[src/rtl/writeback_arbiter_pkg.sv]
// ----------------------------------------------------------------------------
// writeback_arbiter_pkg
// Shared widths and types for the register-file writeback arbiter.
//   XLEN      : register / result data width
//   REG_AW    : register address width
//   NUM_REGS  : architectural register count (size of the pending bitmap)
//   wrReq_t   : one register-file write request {we, rd, data}
//   regMask() : one-hot register mask with x0 forced to zero
// ----------------------------------------------------------------------------
package writeback_arbiter_pkg;

    localparam int XLEN     = 32;
    localparam int REG_AW   = 5;
    localparam int NUM_REGS = 32;

    typedef struct packed {
        logic              we;
        logic [REG_AW-1:0] rd;
        logic [XLEN-1:0]   data;
    } wrReq_t;

    // x0 is hardwired, so its bit never takes part in set/clear operations.
    function automatic logic [NUM_REGS-1:0] regMask(input logic [REG_AW-1:0] rd);
        regMask = (NUM_REGS'(1) << rd) & ~NUM_REGS'(1);
    endfunction

endpackage

[src/rtl/writeback_arbiter_if.sv]
// ----------------------------------------------------------------------------
// writeback_arbiter_if
// Bundles every non-clock signal of the writeback arbiter.
//   WB_*            : pipeline writeback request (no back-pressure)
//   MD_*            : multiply/divide result valid/ready handshake
//   ISSUE_MD/RD     : MD issue notification for the pending scoreboard
//   RS1/RS2/RD_Q    : decode-stage hazard queries, HAZARD is the answer
//   WRITE*          : register-file write port
// Modports: master = producers/decoder side, slave = arbiter side.
// ----------------------------------------------------------------------------
interface writeback_arbiter_if;
    import writeback_arbiter_pkg::*;

    logic              WB_VALID;
    logic [REG_AW-1:0] WB_RD;
    logic [XLEN-1:0]   WB_DATA;
    logic              MD_VALID;
    logic              MD_READY;
    logic [REG_AW-1:0] MD_RD;
    logic [XLEN-1:0]   MD_DATA;
    logic              ISSUE_MD;
    logic [REG_AW-1:0] ISSUE_RD;
    logic [REG_AW-1:0] RS1;
    logic [REG_AW-1:0] RS2;
    logic [REG_AW-1:0] RD_Q;
    logic              HAZARD;
    logic              WRITEENABLE;
    logic [REG_AW-1:0] WRITEADDRESS;
    logic [XLEN-1:0]   WRITEDATA;

    modport master (
        output WB_VALID, WB_RD, WB_DATA,
        output MD_VALID, MD_RD, MD_DATA,
        output ISSUE_MD, ISSUE_RD, RS1, RS2, RD_Q,
        input  MD_READY, HAZARD, WRITEENABLE, WRITEADDRESS, WRITEDATA
    );

    modport slave (
        input  WB_VALID, WB_RD, WB_DATA,
        input  MD_VALID, MD_RD, MD_DATA,
        input  ISSUE_MD, ISSUE_RD, RS1, RS2, RD_Q,
        output MD_READY, HAZARD, WRITEENABLE, WRITEADDRESS, WRITEDATA
    );

endinterface

[src/rtl/md_result_fifo.sv]
// ----------------------------------------------------------------------------
// md_result_fifo
// Small synchronous FIFO for returning results (MD unit today, load-miss
// return path later). Head entry is visible combinationally while non-empty.
//   CLK, RESET   : clock, synchronous active-high reset (empties the FIFO)
//   push_i       : write pushData_i at the tail (ignored when full)
//   pushData_i   : entry to store
//   pop_i        : drop the head entry (ignored when empty)
//   headData_o   : current head entry
//   full_o       : no free entry
//   empty_o      : no stored entry
// DEPTH must be a power of two so the pointers wrap for free.
// ----------------------------------------------------------------------------
module md_result_fifo
    import writeback_arbiter_pkg::*;
#(
    parameter int WIDTH = $bits(wrReq_t),
    parameter int DEPTH = 2
) (
    input  logic             CLK,
    input  logic             RESET,
    input  logic             push_i,
    input  logic [WIDTH-1:0] pushData_i,
    input  logic             pop_i,
    output logic [WIDTH-1:0] headData_o,
    output logic             full_o,
    output logic             empty_o
);

    localparam int PW = (DEPTH > 1) ? $clog2(DEPTH) : 1;
    typedef logic [PW:0] count_t;

    logic [WIDTH-1:0] mem_q [DEPTH];
    logic [PW-1:0]    wrPtr_q, wrPtr_d;
    logic [PW-1:0]    rdPtr_q, rdPtr_d;
    count_t           count_q, count_d;
    logic             doPush, doPop;

    assign full_o     = (count_q == count_t'(DEPTH));
    assign empty_o    = (count_q == '0);
    assign doPush     = push_i && !full_o;
    assign doPop      = pop_i && !empty_o;
    assign headData_o = mem_q[rdPtr_q];

    // Storage needs no reset: the count alone decides what is valid.
    always_ff @(posedge CLK) begin
        if (doPush) begin
            mem_q[wrPtr_q] <= pushData_i;
        end
    end

    // Simultaneous push and pop move both pointers but leave the count alone.
    always_comb begin
        wrPtr_d = wrPtr_q;
        rdPtr_d = rdPtr_q;
        count_d = count_q;
        if (doPush) begin
            wrPtr_d = wrPtr_q + PW'(1);
        end
        if (doPop) begin
            rdPtr_d = rdPtr_q + PW'(1);
        end
        if (doPush && !doPop) begin
            count_d = count_q + count_t'(1);
        end else if (doPop && !doPush) begin
            count_d = count_q - count_t'(1);
        end
    end

    always_ff @(posedge CLK) begin
        if (RESET) begin
            wrPtr_q <= '0;
            rdPtr_q <= '0;
            count_q <= '0;
        end else begin
            wrPtr_q <= wrPtr_d;
            rdPtr_q <= rdPtr_d;
            count_q <= count_d;
        end
    end

endmodule

[src/rtl/writeback_arbiter.sv]
// ----------------------------------------------------------------------------
// writeback_arbiter
// Shares the single register-file write port between the pipeline writeback
// stage (highest priority, never stalled) and the multiply/divide unit
// (valid/ready, results buffered in md_result_fifo). Keeps a pending bitmap
// of registers awaiting an MD result and reports HAZARD to decode.
//   CLK, RESET : clock, synchronous active-high reset
//   bus        : writeback_arbiter_if slave modport (all other signals)
// Data/address widths come from writeback_arbiter_pkg; FIFO_DEPTH sizes the
// MD result buffer (power of two, at least 2).
// ----------------------------------------------------------------------------
module writeback_arbiter
    import writeback_arbiter_pkg::*;
#(
    parameter int FIFO_DEPTH = 2
) (
    input  logic                CLK,
    input  logic                RESET,
    writeback_arbiter_if.slave  bus
);

    wrReq_t              port_q, port_d;
    logic [NUM_REGS-1:0] pending_q, pending_d;
    wrReq_t              mdIn;
    wrReq_t              head;
    logic                fifoFull, fifoEmpty;
    logic                mdPush, mdPop;

    // The FIFO entry carries its own write enable so an x0 result is still
    // queued and popped but never reaches the register file.
    assign mdIn = '{we: (bus.MD_RD != '0), rd: bus.MD_RD, data: bus.MD_DATA};

    // Ready depends only on the registered count; a full FIFO does not accept
    // even if it is being drained this cycle.
    assign bus.MD_READY = !fifoFull && !RESET;
    assign mdPush       = bus.MD_VALID && bus.MD_READY;
    assign mdPop        = !bus.WB_VALID && !fifoEmpty;

    md_result_fifo #(
        .WIDTH (($bits(wrReq_t))),
        .DEPTH (FIFO_DEPTH)
    ) u_mdFifo (
        .CLK        (CLK),
        .RESET      (RESET),
        .push_i     (mdPush),
        .pushData_i (mdIn),
        .pop_i      (mdPop),
        .headData_o (head),
        .full_o     (fifoFull),
        .empty_o    (fifoEmpty)
    );

    // Port selection and scoreboard update. An idle slot keeps the previous
    // address/data and only drops the enable. A set arriving in the same cycle
    // as the clear of the same register wins, since it belongs to a newer
    // MD instruction.
    always_comb begin
        port_d    = port_q;
        port_d.we = 1'b0;
        pending_d = pending_q;
        if (bus.WB_VALID) begin
            port_d = '{we: (bus.WB_RD != '0), rd: bus.WB_RD, data: bus.WB_DATA};
        end else if (!fifoEmpty) begin
            port_d    = head;
            pending_d = pending_d & ~regMask(head.rd);
        end
        if (bus.ISSUE_MD) begin
            pending_d = pending_d | regMask(bus.ISSUE_RD);
        end
        pending_d[0] = 1'b0;
    end

    always_ff @(posedge CLK) begin
        if (RESET) begin
            port_q    <= '0;
            pending_q <= '0;
        end else begin
            port_q    <= port_d;
            pending_q <= pending_d;
        end
    end

    assign bus.WRITEENABLE  = port_q.we;
    assign bus.WRITEADDRESS = port_q.rd;
    assign bus.WRITEDATA    = port_q.data;
    assign bus.HAZARD       = pending_q[bus.RS1] | pending_q[bus.RS2] | pending_q[bus.RD_Q];

    // Decode must stall on HAZARD, so the pipeline never writes a register
    // that still has an MD result in flight.
    noWbOnPending: assert property (@(posedge CLK) disable iff (RESET)
        !(bus.WB_VALID && pending_q[bus.WB_RD]));

endmodule
[src/flat_wrapper.sv]
// flat-port wrapper written by rule: the top's interface ports become plain ports
module writeback_arbiter_flat import writeback_arbiter_pkg::*;
#(
    parameter int FIFO_DEPTH = 2
)
  (CLK, RESET, bus_WB_VALID, bus_WB_RD, bus_WB_DATA, bus_MD_VALID, bus_MD_RD, bus_MD_DATA, bus_ISSUE_MD, bus_ISSUE_RD, bus_RS1, bus_RS2, bus_RD_Q, bus_MD_READY, bus_HAZARD, bus_WRITEENABLE, bus_WRITEADDRESS, bus_WRITEDATA);
  writeback_arbiter_if bus_i ();
  input  logic CLK;
  input  logic RESET;
  input wire logic [$bits(bus_i.WB_VALID)-1:0] bus_WB_VALID;
  input wire logic [$bits(bus_i.WB_RD)-1:0] bus_WB_RD;
  input wire logic [$bits(bus_i.WB_DATA)-1:0] bus_WB_DATA;
  input wire logic [$bits(bus_i.MD_VALID)-1:0] bus_MD_VALID;
  input wire logic [$bits(bus_i.MD_RD)-1:0] bus_MD_RD;
  input wire logic [$bits(bus_i.MD_DATA)-1:0] bus_MD_DATA;
  input wire logic [$bits(bus_i.ISSUE_MD)-1:0] bus_ISSUE_MD;
  input wire logic [$bits(bus_i.ISSUE_RD)-1:0] bus_ISSUE_RD;
  input wire logic [$bits(bus_i.RS1)-1:0] bus_RS1;
  input wire logic [$bits(bus_i.RS2)-1:0] bus_RS2;
  input wire logic [$bits(bus_i.RD_Q)-1:0] bus_RD_Q;
  output wire logic [$bits(bus_i.MD_READY)-1:0] bus_MD_READY;
  output wire logic [$bits(bus_i.HAZARD)-1:0] bus_HAZARD;
  output wire logic [$bits(bus_i.WRITEENABLE)-1:0] bus_WRITEENABLE;
  output wire logic [$bits(bus_i.WRITEADDRESS)-1:0] bus_WRITEADDRESS;
  output wire logic [$bits(bus_i.WRITEDATA)-1:0] bus_WRITEDATA;
  assign bus_i.WB_VALID = bus_WB_VALID;
  assign bus_i.WB_RD = bus_WB_RD;
  assign bus_i.WB_DATA = bus_WB_DATA;
  assign bus_i.MD_VALID = bus_MD_VALID;
  assign bus_i.MD_RD = bus_MD_RD;
  assign bus_i.MD_DATA = bus_MD_DATA;
  assign bus_i.ISSUE_MD = bus_ISSUE_MD;
  assign bus_i.ISSUE_RD = bus_ISSUE_RD;
  assign bus_i.RS1 = bus_RS1;
  assign bus_i.RS2 = bus_RS2;
  assign bus_i.RD_Q = bus_RD_Q;
  assign bus_MD_READY = bus_i.MD_READY;
  assign bus_HAZARD = bus_i.HAZARD;
  assign bus_WRITEENABLE = bus_i.WRITEENABLE;
  assign bus_WRITEADDRESS = bus_i.WRITEADDRESS;
  assign bus_WRITEDATA = bus_i.WRITEDATA;
  writeback_arbiter #(.FIFO_DEPTH(FIFO_DEPTH)) u_core (.CLK(CLK), .RESET(RESET), .bus(bus_i));
endmodule
[config.mk]
export PLATFORM = sky130hd
export DESIGN_NAME = writeback_arbiter_flat
export DESIGN_NICKNAME = d
export VERILOG_FILES = /design/src/rtl/writeback_arbiter_pkg.sv /design/src/rtl/writeback_arbiter_if.sv /design/src/rtl/md_result_fifo.sv /design/src/rtl/writeback_arbiter.sv /design/src/flat_wrapper.sv
export SDC_FILE = /design/constraint.sdc
export NUM_CORES = 1
export LEC_CHECK = 0
export CORE_ASPECT_RATIO = 0.6
export CORE_MARGIN = 2
export CORE_UTILIZATION = 52
export CTS_CLUSTER_DIAMETER = 200
export DETAILED_ROUTE_END_ITERATION = 8
export GPL_ROUTABILITY_DRIVEN = 0
export PLACE_DENSITY = 0.85
export SLEW_MARGIN = 5
export SYNTH_ARGS = -nofsm -noshare
export SYNTH_HDL_FRONTEND = slang
export SYNTH_HIERARCHICAL = 1
export SYNTH_SLANG_ARGS = --single-unit
[constraint.sdc]
create_clock -name CLK -period 2.72 [get_ports CLK]
set_input_delay 0.408 -clock CLK [delete_from_list [all_inputs] [get_ports CLK]]
set_output_delay 0.408 -clock CLK [all_outputs]
set_load 0.01 [all_outputs]
# == Yosys cells after proc, flatten, opt, wreduce, memory -nomap -nowiden ==
# Memory sizes are Yosys's and may differ from the RTL's. A register that Yosys moved wholly into a read port is not among the register bits.
# Index checks and enable logic that the tools add are counted.
# word_totals
wordCells,59
ram_bits,76
ff_bits,74
input_bits,99
mem_count,1
# mem_list
name,depth,word_bits,rd,rd_ports_with_merged_regs,wr,line_no,rtl
u_core.u_mdFifo.mem_q,2,38,1,1,1,md_result_fifo.sv:33,logic [WIDTH-1:0] mem_q [DEPTH];
# op_classes
n_lt_le_gt_ge,3
reduce_logical,17
addsub,4
mux,17
n_eq_ne,2
shifts,2
bitwise,5
# op_table
operator,n
32-bit two-way mux,3
38-bit two-way mux,2
1-bit by 5-bit left shift with 32-bit output (first input constant),2
32-bit bitwise AND,1
32-bit NOT,1
32-bit bitwise OR,1
5-bit by 6-bit less-than comparator with 1-bit output (second input constant),3
1-bit binary-select mux with 5-bit select,3
5-bit nonzero test,2
1-bit logical AND,7
1-bit two-way mux,7
1-bit logical NOT,6
2-bit two-way mux,2
1-bit adder (second input constant),2
2-bit by 1-bit adder with 2-bit output (second input constant),1
2-bit == test (second input constant),1
2-bit logical NOT,1
2-bit inequality test (second input constant),1
1-bit bitwise OR,2
2-bit nonzero test,1
2-bit by 1-bit subtractor with 2-bit output (second input constant),1

# == Logic depth before layout (Yosys ltp) ==
# Gate-level depths: netlist (run 1).
# depth
word_depth,9
depth_mapped,9
ltp_nobuf,9

# == Cells and area by module ==
# Netlist (run 1), hierarchy kept.
# by_module_without_submodules
module,instances,seq_area_each_um2,cells_per_inst,area_each_um2
writeback_arbiter,1,1381.3,463,3854.9
md_result_fifo,1,2382.3,143,2955.3

# == Least setup slack after synthesis (run 1) ==
# No wires, ideal clock.
# synth_path
path_type,input port to flip-flop
startpoint,in RESET
endpoint,mem u_core/u_mdFifo/mem_q[0][0] in the netlist's numbering (enable)
n_path_buf,1
path_slack_ps,266
setup_ps,393
t_arrival_ps,2061
path_stages,6
t_required_ps,2327
path_cell_list,clkbuf_1 > nor2_1 > and2_1 > inv_1 > or3_1 > inv_1
# synth_between
elab_chain_cells,6
# synth_lines
element,line_no,rtl
"start, declared",flat_wrapper.sv:9,input logic RESET;
1-bit logical NOT,writeback_arbiter.sv:35,assign bus.MD_READY = !fifoFull && !RESET;
1-bit logical AND,writeback_arbiter.sv:35,
named net bus_MD_READY,flat_wrapper.sv:21,output wire logic [$bits(bus_i.MD_READY)-1:0] bus_MD_READY;
1-bit logical AND,writeback_arbiter.sv:36,assign mdPush = bus.MD_VALID && bus.MD_READY;
named net u_core.mdPush,writeback_arbiter.sv:27,"logic mdPush, mdPop;"
1-bit logical AND,md_result_fifo.sv:41,assign doPush = push_i && !full_o;
1-bit two-way mux,md_result_fifo.sv:47,if (doPush) begin
1-bit two-way mux (implied by the code),md_result_fifo.sv:48,mem_q[wrPtr_q] <= pushData_i;
"end, declared",md_result_fifo.sv:33,
# The timed path passes the listed nets, and every way through them passes these cells.

# == Worst setup path after layout (run 1) ==
# layout_path
startpoint,in bus_RD_Q[0]
endpoint,out bus_HAZARD
# layout_between
elab_chain_cells,3
# layout_lines
element,line_no,rtl
"start, declared",flat_wrapper.sv:20,input wire logic [$bits(bus_i.RD_Q)-1:0] bus_RD_Q;
1-bit binary-select mux with 5-bit select,writeback_arbiter.sv:86,assign bus.HAZARD = pending_q[bus.RS1] | pending_q[bus.RS2] | pending_q[bus.RD_Q];
1-bit two-way mux (implied by the code),writeback_arbiter.sv:86,
1-bit bitwise OR,writeback_arbiter.sv:86,
"end, declared",flat_wrapper.sv:22,output wire logic [$bits(bus_i.HAZARD)-1:0] bus_HAZARD;
# No other way between the ends. The select of a mux whose other input is x is not followed.

==> results.md, run 1 <==
- CP cell instances: clkdlybuf4s50_1, buf_6, buf_4, mux4_2, nand3_1, nand4_1, nor2_1, nand4_1, buf_2
- Core area: 12810 µm²
- GRT overflow: 0
- Number of port buffers: 138
- CP Buf/Inv Count: 4
- Pwr Density: 700.9 nW/µm²
- CTS clock-pin slew for the worst setup and hold paths: 60 ps
- Tmin final: 2665 ps
- RSZ-0062 raised after global routing: false
- Root Buffer: clkbuf_16
- Routed wire length per instance: 20.04 µm
- Routed vias: 5581
- Slowest stage delay, CP: 500 ps
- Top_reg_cell synth: edfxtp_1
- Global-route wire length before repair: 29500 µm
- Commonest non-fill, non-tap cell in the layout: clkdlybuf4s50_1
- Hold Vio Cnt, Final: 0
- Worst setup SP type: input pin
- CTS tree: yes
- Arr. time, crit path: 2260 ps
- Final period util: 97.97%
- Critical path class: in2out
- Die Ht: 92.65 µm
- Slew Viols, Final: 0
- Initial core utilization: 53.15%
- Post-Syn Instances: 606
- WP data required: 2310 ps
- Die Wd: 151.7 µm
- Outcome: complete, no violations
- Starting DRT DRC Count: 650
- Leak Pwr: 3.380 nW
- Row cnt: 32
- EDFF count, synth: 76
- Fin worst setup slack: 55.13 ps
- Placed inst area: 8463 µm²
- Critical path's top delay family: buffers and inverters
- Critical Path End Type: output pin
- Most frequent cells in the layout: clkdlybuf4s50_1 (133), nor2_1 (90), edfxtp_1 (76), dfxtp_1 (73), a21oi_1 (71)
- Sink Count: 150
- Netlist cell types: 41
- Vias per inst: 5.925
- Insertion delay to the later sink of the worst-skew pair: 420 ps
- Worst r2r path cells: 5
- Rel. slew slack: 45.20%
- Asr flop ratio synth: 0%
- Synth-to-Final Area Change: 33.49%
- Synthesis warning total: 6
- Switching share of power: 27.70%
- Tightest Hold Check Type: in2reg
- IO Count: 139
- Endpoints failing setup: 0
- Synth Register Bits: 150
- Skew final: 9.012 ps
- Post-placement cell count: 909
- Number of H-tree levels: 4
- Post-route DRC: 0
- Hold-fix buffers at CTS: 0
- Syn_area_per_cell: 11.24 µm²
- Final HPWL DP: 12840 µm
- ANT nets after route: 0
- Layout cell share with drive strength beyond 1: 16.58%
- Final Instance Area: 9091 µm²
- Router iterations before antenna repair: 7
- Register area share after synthesis: 55.26%
- Fill count: 847
- Worst vdd ir: 0.5376 mV
- Placement Setup Slack: -299.9 ps
- Combinational share of power: 21.4%
- Critical path's slowest cell: mux4_2
- # diodes: 0
- Die area: 14060 µm²
- Max Fclk: 0.3753 GHz
- Power Total: 6.372 mW
- Initial antenna violation count: 0
- Non-filler instance count after layout: 942
- Hold Crit Depth: 4
- Number of global-route vias before repair: 5640
- WHS: 388.1 ps
- Nets: 859
- Most frequent CP cell: nand4_1
- CP Depth: 9
- Internal power: 4.607 mW
- Max-cap violations: 0
- Flop pwr share: 41.6%
- Cts bufs inserted: 17
- Worst-case clock buffer depth: 2
- Slew @ Worst Pin: 821.9 ps
- NetSw: 1.765 mW
- Mapped Area: 6810 µm²
- Largest net degree at the start of global routing: 76
- Post-synth net total: 706
- Tot GR Track Use: 27.82%
- Setup slack, reg-to-reg: 460 ps
- Clk pwr share: 37.1%
- Worst-path fanout max: 7
- Detailed Route WL: 18870 µm
[worst paths after layout]
kind	endpoint	start
worst min-delay path	u_core/bus.WRITEENABLE	bus_WB_VALID
worst max register to register	u_core/pending_q[15]	register
worst min register to register	u_core/u_mdFifo/wrPtr_q	u_core/u_mdFifo/wrPtr_q
worst max-delay path	bus_HAZARD	bus_RD_Q[0]
[cell type report]
class,count,area [µm²],share of cell area (%)
multi-input cells,419,2877,31.64
clock buffers,17,425.4,4.679
inverters,4,15.01,0.1652
clock inverters,15,166.4,1.830
well taps,170,212.7,2.340
flip-flops and latches,150,3765,41.41
repair buffers,167,1630,17.93
[cells by family (layout without fill, tap and decap cells)]
family	Yosys count	after routing	share of synthesized area [%]
buffers and inverters	37	203	2.995
AOI/OAI and AO/OA	118	118	9.113
xor gates and xnor gates	3	3	0.3859
DFF	150	150	55.26
and+or+nand+nor	191	191	12.75
muxes	106	106	19.31
adders and majority gates	1	1	0.1837
[tightest hold or removal path, delay by kind of cell]
family,cells,cell delay (ps)
simple gates,2,160
buf+inv,1,110
compound gates,1,70
[what timing repair did]
| action | CTS | global route |
|---|---|---|
| buffers inserted | 0 | 1 |
| resized for setup | 11 | 2 |
| gates cloned | 0 | 0 |
| pin swaps | 1 | 3 |
| endpoints found under the setup margin | 1 | 1 |
[state kept, by name, indices dropped and copies added, names as in the netlist, named ones only]
name,flops
u_core/u_mdFifo/count_q,2
u_core/bus.WRITEDATA,32
u_core/pending_q,31
u_core/bus.WRITEENABLE,1
u_core/u_mdFifo/mem_q,76
u_core/bus.WRITEADDRESS,5
u_core/u_mdFifo/rdPtr_q,1
u_core/u_mdFifo/wrPtr_q,1
[Yosys cell counts, types with 3 or more instances]
library cell   n  area share [%]
nor2_1        91             5.0
edfxtp_1      76              34
dfxtp_1       74              22
a21oi_1       71             5.2
nand2_1       44             2.4
mux2i_1       41             6.0
mux2_2        38             6.3
o21ai_1       30             2.2
clkbuf_1      16            0.88
mux4_2        15             5.0
mux2_1        11             1.8
nor2b_1        9            0.83
nand3_1        8            0.59
buf_2          7            0.51
and2_1         6            0.55
o21ai_0        6            0.44
buf_4          5            0.55
buf_6          5            0.83
nor3_1         5            0.37
a2111oi_0      4            0.51
inv_1          4            0.22
nand2b_1       4            0.37
nor3b_1        4            0.44
o22ai_1        4            0.37
nand4_1        3            0.28
nor4_1         3            0.28
xor2_1         3            0.39
[metal layers]
layer | vias up | global-route usage (%) | share of wire [%]
met5 | - | 0 | 0
met2 | 347 | 44.14 | 47
met1 | 2649 | 35.87 | 39
met4 | 0 | 9.259 | 2.8
met3 | 66 | 9.557 | 11
li1 | 2519 | - | -
[power groups by stage]
stage                     Sequential, mW  Combinational (mW)  Clock [mW]
after floorplan                     2.69               0.796           0
after global routing                2.66                1.46        2.48
after CTS                           2.65                1.35        2.38
after global placement              2.68                1.28           0
after detailed placement            2.70                1.33           0
final                               2.65                1.36        2.36
[per-stage QoR]
step                      TNS [ps]  util, %
after CTS                        0    70.83
after floorplan                  0        -
after global placement      -283.9    66.05
after global routing             0    70.96
after detailed placement    -299.9    66.05
final                            0    70.96
Power figures use the tool's default switching activity.
==> run 2: changes to the inputs <==
--- a/config.mk
+++ b/config.mk
@@ -5,13 +5,14 @@
 export SDC_FILE = /design/constraint.sdc
 export NUM_CORES = 1
 export LEC_CHECK = 0
+export ABC_AREA = 1
 export CORE_ASPECT_RATIO = 0.6
 export CORE_MARGIN = 2
 export CORE_UTILIZATION = 52
 export CTS_CLUSTER_DIAMETER = 200
 export DETAILED_ROUTE_END_ITERATION = 8
 export GPL_ROUTABILITY_DRIVEN = 0
-export PLACE_DENSITY = 0.85
+export PLACE_DENSITY = 0.84
 export SLEW_MARGIN = 5
 export SYNTH_ARGS = -nofsm -noshare
 export SYNTH_HDL_FRONTEND = slang
==> run 2 against run 1 <==
Compared with the run above: first-iteration DRC count is 26% higher; setup slack better by 370 ps; combinational power is 20% lower; area after synthesis is 7.3% higher; clock skew hardly changed; highest routed layer unchanged; wire length is 11% higher; synthesized cell count is 40% higher.
==> results.md, run 2 <==
- Outcome: complete, no violations
- Worst-path fanout max: 6
- Post-synth top area cell: edfxtp_1
- Most common cell in the netlist: nand2_1
- Top_reg_cell synth: edfxtp_1
- Final HPWL DP: 14100 µm
- Nets: 1074
- Cts bufs inserted: 17
- Root Buffer: clkbuf_16
- Netlist cell types: 34
- CTS clock-pin slew for the worst setup and hold paths: 60 ps
- Initial core utilization: 53.32%
- # diodes: 0
- Rel. slew slack: 47.83%
- Power Total: 5.916 mW
- Commonest cells post-synth: nand2_1 (210), nand3_1 (148), inv_1 (88), edfxtp_1 (76), dfxtp_1 (74)
- Post-CTS setup buffers: 0
- Post-synth net total: 947
- Commonest non-fill, non-tap cell in the layout: nand2_1
- Number of H-tree levels: 4
- Setup TNS: 0 ps
- Die Ht: 95.84 µm
- Critical path class: in2out
- Hold Crit Depth: 2
- Setup slack, reg-to-reg: 880 ps
- Post-Syn Instances: 847
- Tmin final: 2297 ps
- Slew Viols, Final: 0
- Initial antenna violation count: 0
- CTS tree: yes
- Max reg flops: 76
- Worst r2r dst: u_core/pending_q[3]
- ANT nets after route: 0
- Worst-case clock buffer depth: 2
- Routed vias: 6648
- Pwr Density: 626.6 nW/µm²
- Internal power: 4.216 mW
- WHS: 476.0 ps
- Synthesis warning total: 6
- Router iterations before antenna repair: 5
- GRT overflow: 0
- Critical Path End Type: output pin
- Clk pwr share: 37.7%
- Hold-fix buffers at CTS: 0
- Core area: 13710 µm²
- Tightest Hold Check Type: reg2reg
- Synth-to-Final Area Change: 29.17%
- Min-delay src: u_core/pending_q[2]
- Worst vdd ir: 0.4358 mV
- Die Wd: 157.1 µm
- Placed inst area: 8871 µm²
- Post-route DRC: 0
- Max Fclk: 0.4353 GHz
- Syn_area_per_cell: 8.630 µm²
- NetSw: 1.700 mW
- Worst r2r path cells: 5
- Asr flop ratio synth: 0%
- Leak Pwr: 3.839 nW
- Combinational share of power: 18.5%
- WP data required: 2310 ps
- Number of port buffers: 138
- Layout cell share with drive strength beyond 1: 10.44%
- Die area: 15050 µm²
- RSZ-0062 raised after global routing: false
- Slew @ Worst Pin: 776.6 ps
- Switching share of power: 28.74%
- Final Instance Area: 9442 µm²
- Starting DRT DRC Count: 816
- Final core utilization: 68.88%
- Global-route wire length before repair: 33400 µm
- Largest net degree at the start of global routing: 39
- Yosys top cell area share: 31.22%
- Mapped Area: 7310 µm²
- Endpoints failing setup: 0
- Area contributors post-synth: edfxtp_1 (31%), dfxtp_1 (20%), nand2_1 (11%)
- Number of global-route vias before repair: 6468
- Routed wire length per instance: 17.84 µm
- Hold path endpoint: u_core/pending_q[2]
- Worst setup SP type: input pin
- Most frequent cells in the layout: nand2_1 (210), nand3_1 (148), clkdlybuf4s50_1 (136), inv_1 (87), edfxtp_1 (76)
- Vias per inst: 5.639
- Final period util: 84.46%
- EDFF count, synth: 76
- Synth Register Bits: 150
- Max-cap violations: 0
- Skew final: 8.712 ps
- Insertion delay to the later sink of the worst-skew pair: 410 ps
- Hold Vio Cnt, Final: 0
- Detailed Route WL: 21040 µm
- Arr. time, crit path: 1890 ps
- Flop pwr share: 43.8%
- Tot GR Track Use: 29.17%
- Resize count post-CTS: 0
- Sink Count: 150
- Register area share after synthesis: 51.49%
- IO Count: 139
- Row cnt: 33
- Most flops, register: u_core/u_mdFifo/mem_q
run 2: cell types whose count changed after synthesis, moves of 18 or more:
cell | previous run | this run
o21ai_0 | 6 | 28
nor2_1 | 91 | 25
nand3_1 | 8 | 148
mux2_4 | 1 | 20
mux2_2 | 38 | 18
mux2i_1 | 41 | 0
inv_1 | 4 | 88
o21ai_1 | 30 | 12
nand2_1 | 44 | 210
a21oi_1 | 71 | 32
a22oi_1 | 0 | 20
run 2: logic make-up (layout without fill, tap and decap cells):
kind of cell	after synthesis	after routing	share of synthesized area, %
adder cells (fa/ha/maj)	1	1	0.1711
multiplexers	38	38	6.881
flip-flops	150	150	51.49
AND/OR/NAND/NOR	413	413	24.87
buffers and inverters	146	286	8.867
AO/OA/AOI/OAI	99	99	7.720
run 2: power by group through the flow:
stage          Combinational, mW  Clock [mW]  Sequential (mW)
6_report                    1.09        2.23             2.59
5_1_grt                     1.19        2.35             2.60
4_1_cts                     1.08        2.24             2.59
3_5_place_dp                1.06           0             2.64
3_3_place_gp                1.04           0             2.63
2_1_floorplan              0.601           0             2.65
run 2: cell type report:
class                   instances  area [µm²]
clock buffers                  17       425.4
repair buffers                157        1592
well taps                     192       240.2
multi-input cells             551        2915
inverters                      97       366.6
fillers                      1038        4267
clock inverters                15       137.6
flip-flops and latches        150        3765
run 2: stage by stage:
| step | setup slack (ps) | instances |
|---|---|---|
| after detailed placement | 28.80 | 1147 |
| after CTS | 28.92 | 1179 |
| final | 422.7 | 1179 |
| after global placement | 62.40 | 1147 |
| after global routing | 288.4 | 1179 |
| after floorplan | -225.5 | 847 |
run 2: routing by layer:
layer | part of all wire (%) | global-route usage, % | wire length, µm
met1 | 42 | 39.49 | 8795
met3 | 12 | 7.969 | 2459
met4 | 1.9 | 10.08 | 408
met2 | 45 | 45.72 | 9375
met5 | 0 | 0 | 0
run 2: critical path: stages:
cell,delay [ps]
clkdlybuf4s50_1,590
inv_1,150
a31oi_1,160
nand2_1,70
nand3_1,80
nand3b_1,80
nand2_1,100
nand3_1,70
dlymetal6s2s_1,170
run 2: how the worst max path moves through the flow:
stage	endpoint	from	depth (start not counted)
3_5_place_dp	bus_HAZARD	bus_RD_Q[0]	11
4_1_cts	bus_HAZARD	bus_RD_Q[0]	11
3_3_place_gp	bus_HAZARD	bus_RD_Q[0]	11
2_1_floorplan	u_core/u_mdFifo/mem_q[0][0]	RESET	4
5_1_grt	bus_HAZARD	bus_RD_Q[2]	9
6_report	bus_HAZARD	bus_RD_Q[2]	9
